**src/rtl/daq_sweep_sequencer.sv**
```systemverilog
// daq_sweep_sequencer
// Steps a DAC code through a configured sweep. For each point it fires one
// start pulse at the downstream DAQ controller and waits for conversion
// complete, keeping the last ADC sample seen. It then offers
// (index, code, sample) on a valid/ready result port. A per-point watchdog
// ends the sweep with a sticky error if the controller never completes, and
// abort ends the sweep at any point. Reset is synchronous and active-low.

module daq_sweep_sequencer #(
    parameter int TIMEOUT_CYCLES = 1024
) (
    input  logic        clk,
    input  logic        reset_n,

    // sweep request and configuration
    input  logic        go,
    input  logic        abort,
    input  logic [11:0] cfg_start_code,
    input  logic [11:0] cfg_step,
    input  logic [8:0]  cfg_npoints,

    // downstream DAQ controller
    output logic        ctl_start,
    output logic [11:0] ctl_dac_code,
    input  logic        ctl_done,
    input  logic        adc_valid,
    input  logic [11:0] adc_data,

    // per-point result stream
    output logic        res_valid,
    input  logic        res_ready,
    output logic [7:0]  res_index,
    output logic [11:0] res_code,
    output logic [11:0] res_data,

    // status
    output logic        busy,
    output logic        done,
    output logic        err_timeout
);

    // The WAIT timer only has to reach TIMEOUT_CYCLES-1. It needs at least
    // one bit so that a degenerate TIMEOUT_CYCLES of 1 still elaborates.
    localparam int TW = (TIMEOUT_CYCLES > 2) ? $clog2(TIMEOUT_CYCLES) : 1;
    localparam logic [TW-1:0] TIMER_LAST = TW'(TIMEOUT_CYCLES - 1);

    typedef enum logic [2:0] {
        S_IDLE,
        S_ISSUE,
        S_WAIT,
        S_EMIT,
        S_FINISH
    } state_t;

    state_t state_q;
    state_t state_d;

    // sweep configuration captured on an accepted go
    logic [11:0] start_q;
    logic [11:0] step_q;
    logic [8:0]  npoints_q;

    // per-point progress
    logic [7:0]  idx_q;      // current point number
    logic [11:0] acc_q;      // accumulated step offset from the start code, mod 4096
    logic [11:0] cap_q;      // last ADC sample captured in WAIT
    logic [TW-1:0] timer_q;  // WAIT cycles spent on this point
    logic        err_q;

    // control strobes from the next-state logic to the datapath
    logic ld_cfg;
    logic advance;
    logic clr_point;
    logic cap_en;
    logic inc_timer;
    logic set_err;

    logic last_point;
    logic timer_expired;

    // The current point is the last one when index + 1 equals npoints.
    // This form avoids npoints-1 underflowing for an empty sweep.
    assign last_point    = (({1'b0, idx_q} + 9'd1) == npoints_q);
    assign timer_expired = (timer_q == TIMER_LAST);

    // State register.
    // NOTE: sequential state is assigned with <= only, so every register
    // samples pre-edge values and the order of statements does not matter.
    always_ff @(posedge clk) begin
        if (!reset_n) begin
            state_q <= S_IDLE;
        end else begin
            state_q <= state_d;
        end
    end

    // Next-state logic and datapath strobes. abort comes first in every
    // active state, so it beats ctl_done, the timeout and the result handshake.
    // NOTE: every signal gets a default before the case statement so that
    // no path leaves a value unassigned and no latch is inferred.
    always_comb begin
        state_d   = state_q;
        ld_cfg    = 1'b0;
        advance   = 1'b0;
        clr_point = 1'b0;
        cap_en    = 1'b0;
        inc_timer = 1'b0;
        set_err   = 1'b0;

        case (state_q)
            S_IDLE: begin
                if (go) begin
                    ld_cfg  = 1'b1;
                    state_d = (cfg_npoints == 9'd0) ? S_FINISH : S_ISSUE;
                end
            end

            S_ISSUE: begin
                // A fresh point: restart the watchdog and forget old samples.
                clr_point = 1'b1;
                state_d   = abort ? S_FINISH : S_WAIT;
            end

            S_WAIT: begin
                // A sample that arrives together with ctl_done is still kept.
                cap_en = adc_valid;
                if (abort) begin
                    state_d = S_FINISH;
                end else if (ctl_done) begin
                    state_d = S_EMIT;
                end else if (timer_expired) begin
                    set_err = 1'b1;
                    state_d = S_FINISH;
                end else begin
                    inc_timer = 1'b1;
                end
            end

            S_EMIT: begin
                if (abort) begin
                    state_d = S_FINISH;
                end else if (res_ready) begin
                    if (last_point) begin
                        state_d = S_FINISH;
                    end else begin
                        advance = 1'b1;
                        state_d = S_ISSUE;
                    end
                end
            end

            S_FINISH: begin
                state_d = S_IDLE;
            end

            default: begin
                state_d = S_IDLE;
            end
        endcase
    end

    // Sweep configuration. It is captured only on an accepted go, so cfg_*
    // may change freely while a sweep is running.
    always_ff @(posedge clk) begin
        if (!reset_n) begin
            start_q   <= 12'h000;
            step_q    <= 12'h000;
            npoints_q <= 9'd0;
        end else if (ld_cfg) begin
            start_q   <= cfg_start_code;
            step_q    <= cfg_step;
            npoints_q <= cfg_npoints;
        end
    end

    // Point index and code offset. Both are cleared on go and advanced
    // after each accepted result. The offset wraps silently at 4096.
    always_ff @(posedge clk) begin
        if (!reset_n) begin
            idx_q <= 8'd0;
            acc_q <= 12'h000;
        end else if (ld_cfg) begin
            idx_q <= 8'd0;
            acc_q <= 12'h000;
        end else if (advance) begin
            idx_q <= idx_q + 8'd1;
            acc_q <= acc_q + step_q;
        end
    end

    // ADC capture. The register clears at ISSUE so that a point with no
    // sample reports 0, and each later sample in WAIT overwrites it.
    always_ff @(posedge clk) begin
        if (!reset_n) begin
            cap_q <= 12'h000;
        end else if (clr_point) begin
            cap_q <= 12'h000;
        end else if (cap_en) begin
            cap_q <= adc_data;
        end
    end

    // Per-point WAIT watchdog. It stops counting at the expiry value because
    // the FSM leaves WAIT on that cycle.
    always_ff @(posedge clk) begin
        if (!reset_n) begin
            timer_q <= '0;
        end else if (clr_point) begin
            timer_q <= '0;
        end else if (inc_timer) begin
            timer_q <= timer_q + TW'(1);
        end
    end

    // Sticky timeout flag. Only the next accepted go clears it.
    always_ff @(posedge clk) begin
        if (!reset_n) begin
            err_q <= 1'b0;
        end else if (ld_cfg) begin
            err_q <= 1'b0;
        end else if (set_err) begin
            err_q <= 1'b1;
        end
    end

    // Outputs decode from the state and registers. The code is start plus
    // offset, so it holds still from ISSUE through EMIT. After reset every
    // output is 0.
    assign ctl_start    = (state_q == S_ISSUE);
    assign ctl_dac_code = start_q + acc_q;
    assign res_valid    = (state_q == S_EMIT);
    assign res_index    = idx_q;
    assign res_code     = ctl_dac_code;
    assign res_data     = cap_q;
    assign busy         = (state_q != S_IDLE);
    assign done         = (state_q == S_FINISH);
    assign err_timeout  = err_q;

endmodule

```
**config.mk**
```make
export PLATFORM = sky130hd
export DESIGN_NAME = daq_sweep_sequencer
export DESIGN_NICKNAME = d
export VERILOG_FILES = /design/src/rtl/daq_sweep_sequencer.sv
export SDC_FILE = /design/constraint.sdc
export NUM_CORES = 1
export LEC_CHECK = 0
export BUFFER_PORTS_ARGS = -buffer_cell sky130_fd_sc_hd__buf_2
export CORE_ASPECT_RATIO = 1.4
export CORE_MARGIN = 3
export CORE_UTILIZATION = 28
export DETAILED_ROUTE_END_ITERATION = 10
export PLACE_DENSITY = 0.57
export RECOVER_POWER = 25
export SLEW_MARGIN = 20
export SYNTH_ARGS = -nofsm -noshare
export SYNTH_HDL_FRONTEND = slang
export SYNTH_SLANG_ARGS = --single-unit
```
**constraint.sdc**
```tcl
create_clock -name clk -period 6.6 [get_ports clk]
set_clock_uncertainty 0.1 [all_clocks]
set_input_delay 0 -clock clk [delete_from_list [all_inputs] [get_ports clk]]
set_output_delay 0 -clock clk [all_outputs]
set_load 0.01 [all_outputs]
```
==> metrics.md <==
| Metric | Value |
|---|---|
| Final Hold Fails | `0` |
| Layout cells sized above 1 | `0.1456` |
| Total die area | `17620 sq um` |
| Syn Inst Count | `552` |
| Post-synth top area share | `0.3521` |
| Slew headroom | `-0.06603` |
| Fin crit share | `0.4631` |
| First-pass GRT wire length | `18970 microns` |
| Hold WC Path Type | `input port to register` |
| Largest net degree at the start of global routing | `44` |
| Period minus WS final | `3.057 ns` |
| Final Slew Violations | `34` |
| Synth area leader | `dfxtp_1` |
| Worst Setup Start Kind | `register` |
| Post-Syn Area | `4492 sq um` |
| Top Ports | `101` |
| Sw Pwr | `0.0003248 W` |
| Number of global-route vias before repair | `4082` |
| Worst-margin pin slew | `1.599 ns` |
| Die Y-Extent | `155.9 microns` |
| Total stage count of the critical path | `9` |
| Worst skew pair latency | `0.33 ns` |
| Status | `finished with violations` |
| ANT cells | `0` |
| Crit path buf inv count | `1` |
| Syn_area_per_cell | `8.137 sq um` |
| WHS Path Cells | `5` |
| Die width | `113.0 microns` |
| Clock slew seen by the registers of the worst setup and hold paths | `0.06 ns` |
| Most common cell after layout, fill and taps aside | `nand2_1` |
| Largest delay contributor family on the critical path | `compound AO/OA/AOI/OAI gates` |
| Num rows | `54` |
| DRC | `0` |
| CTS Buf Count | `9` |
| Pwr Density | `216.6 nW/um^2` |
| Cells on worst reg2reg path | `9` |
| Vias per cell | `4.654` |
| Max-Cap Viols | `1` |
| Worst setup EP type | `register` |
| DRT Wirelength | `11150 microns` |
| Crit-path cells | `ha_1 -> nand2_1 -> nor4b_2 -> a41oi_1 -> o221a_1 -> o311a_1 -> buf_4 -> or4b_1 -> o21ai_1` |
| Leading cell types in the layout, fill and taps excluded | `nand2_1 (100), dfxtp_1 (79), buf_2 (72)` |
| First-pass DRT Iterations | `4` |
| Area Overhead vs Synth | `28.89%` |
| Routability Congestion | `0.7724` |
| Synthesis-stage register bit count | `79` |
| Ys async rst share | `0` |
| Initial antenna violation count | `0` |
| Clock group share of total power | `0.420` |
| H-tree Lvls | `3` |
| Main area contributors after synthesis | `dfxtp_1 (35%), nand2_1 (8.4%), ha_1 (6.7%), a21boi_0 (5.7%), nor2_1 (4.0%)` |
| Vias | `4077` |
| Nets | `754` |
| Failing checks | `capacitance limit, slew limit` |
| Total leakage power | `2.380 nW` |
| PortBufs | `100` |
| Final hold slack | `0.09359 ns` |
| CP Class | `register to register` |
| Core Area | `15680 sq um` |
| TritonCTS clock tree | `built` |
| DP HPWL | `8023 microns` |
| Arr. time, crit path | `3.23 ns` |
| Distinct cell type count after synthesis | `57` |
| Final Setup Violations | `0` |
| VDD IR max | `105.7 uV` |
| Setup crit start | `res_index[0]$_SDFFE_PP0P_` |
| Clk buf depth | `2` |
| Internal power | `0.0009293 W` |
| Routed Antenna Nets | `0` |
| GRT overflow | `0` |
| CTS Sinks | `79` |
| Switching share of total power | `0.2590` |
| Combinational Power Share | `0.167` |
| CP max stage cell | `o311a_1` |
| GRT Util Overall | `0.1301` |
| Reg2reg start | `res_index[0]$_SDFFE_PP0P_` |
| Required time of the critical path | `6.77 ns` |
| Yosys warns | `0` |
| EDFF count, synth | `0` |
| Initial Utilization | `0.2866` |
| Register area share after synthesis | `0.3521` |
| Synth Net Count | `630` |
| DRT iter0 DRCs | `211` |
| Min-delay src | `go` |
| Fmax | `0.3272 GHz` |
| Sequential power share | `0.413` |
| Critical Path Fanout Max | `16` |
| Wire per inst | `12.73 microns` |
| CTS root buffer | `clkbuf_16` |
| Setup_tns | `0 ns` |
| Ys flop type | `dfxtp_1` |
| CP max stage delay | `0.54 ns` |
| RSZ-0062 raised after global routing | `no` |
==> flip-flops by register name, indices dropped and copies added, names as in the netlist <==
signal       flops
state_q          3
step_q          12
timer_q         10
err_timeout      1
res_index        8
npoints_q        9
start_q         12
res_data        12
acc_q           12
==> cell families after synthesis <==
| group | share of synthesized area |
|---|---|
| AOI/OAI and AO/OA | 0.1833 |
| xor gates and xnor gates | 0.06824 |
| adders and majority gates | 0.07577 |
| buffers and inverters | 0.06434 |
| DFF | 0.3521 |
| muxes | 0.02674 |
| and+or+nand+nor | 0.2295 |
==> through the flow <==
| stage | cell area (sq um) | setup slack [ns] | instances | power (W) | util |
|---|---|---|---|---|---|
| after floorplan | 4492 | 4.258 | 552 | 0.0006627 | - |
| after global placement | 5035 | 3.555 | 813 | 0.0007187 | 0.3212 |
| after detailed placement | 5035 | 3.486 | 813 | 0.0007203 | 0.3212 |
| after CTS | 5828 | 3.490 | 876 | 0.001275 | 0.3718 |
| after global routing | 5789 | 3.211 | 876 | 0.001320 | 0.3693 |
| final | 5789 | 3.543 | 876 | 0.001254 | 0.3693 |
==> power groups by stage <==
stage	registers (W)	clock network (W)	logic [W]
2_1_floorplan	0.000523	0	0.000140
3_3_place_gp	0.000528	0	0.000190
3_5_place_dp	0.000529	0	0.000191
4_1_cts	0.000519	0.000542	0.000214
5_1_grt	0.000522	0.000561	0.000238
6_report	0.000519	0.000527	0.000209
==> cell type report <==
type	instances	area, sq um
Fill cell	1626	9886
Multi-Input combinational cell	418	2621
Sequential cell	79	1582
Timing Repair Buffer	151	964.7
Tap cell	196	245.2
Clock buffer	11	242.7
Clock inverter	4	70.07
Inverter	17	63.81
==> worst reg2reg max path, cell delays in order (launching register included) <==
cell     delay [ns]
dfxtp_1        0.46
ha_1           0.35
nand2_1        0.11
nor4b_2        0.18
a41oi_1        0.16
o221a_1        0.23
o311a_1        0.54
buf_4          0.34
or4b_1         0.45
o21ai_1        0.08
==> synthesized netlist by cell type (all sizes together) (3+ instances only) <==
master / number
a211oi: 3
a21boi: 34
a21o: 4
a21oi: 35
a31o: 3
a31oi: 5
and3: 4
buf: 20
clkbuf: 18
dfxtp: 79
ha: 24
inv: 17
mux2i: 12
nand2: 100
nand2b: 3
nand3: 16
nand4: 7
nor2: 48
nor2b: 10
nor3: 14
nor3b: 5
nor4: 4
o21a: 10
o21ai: 13
o31a: 3
xnor2: 19
xor2: 16
==> repair_timing <==
action | CTS | global route
gates resized for setup | 0 | 0
hold buffers | 48 | 0
hold endpoints to repair | 49 | 0
buffers inserted | 0 | 0
==> final timing paths <==
path / slack (ns) / to
worst max-delay path: 3.54 / res_index[4]$_SDFFE_PP0P_
worst min-delay path: 0.09 / state_q[2]$_SDFFE_PN0P_
worst max register to register: 3.54 / res_index[4]$_SDFFE_PP0P_
worst min register to register: 0.35 / res_data[5]$_SDFFE_PP0P_
==> layer usage <==
metal / track usage / part of all wire / vias up
met5: 0 / 0 / -
met4: 0.04009 / 0.015 / 0
met3: 0.03260 / 0.053 / 15
met2: 0.2305 / 0.48 / 95
met1: 0.1539 / 0.46 / 1829
li1: - / - / 2138
(Power assumes the default switching activity.)
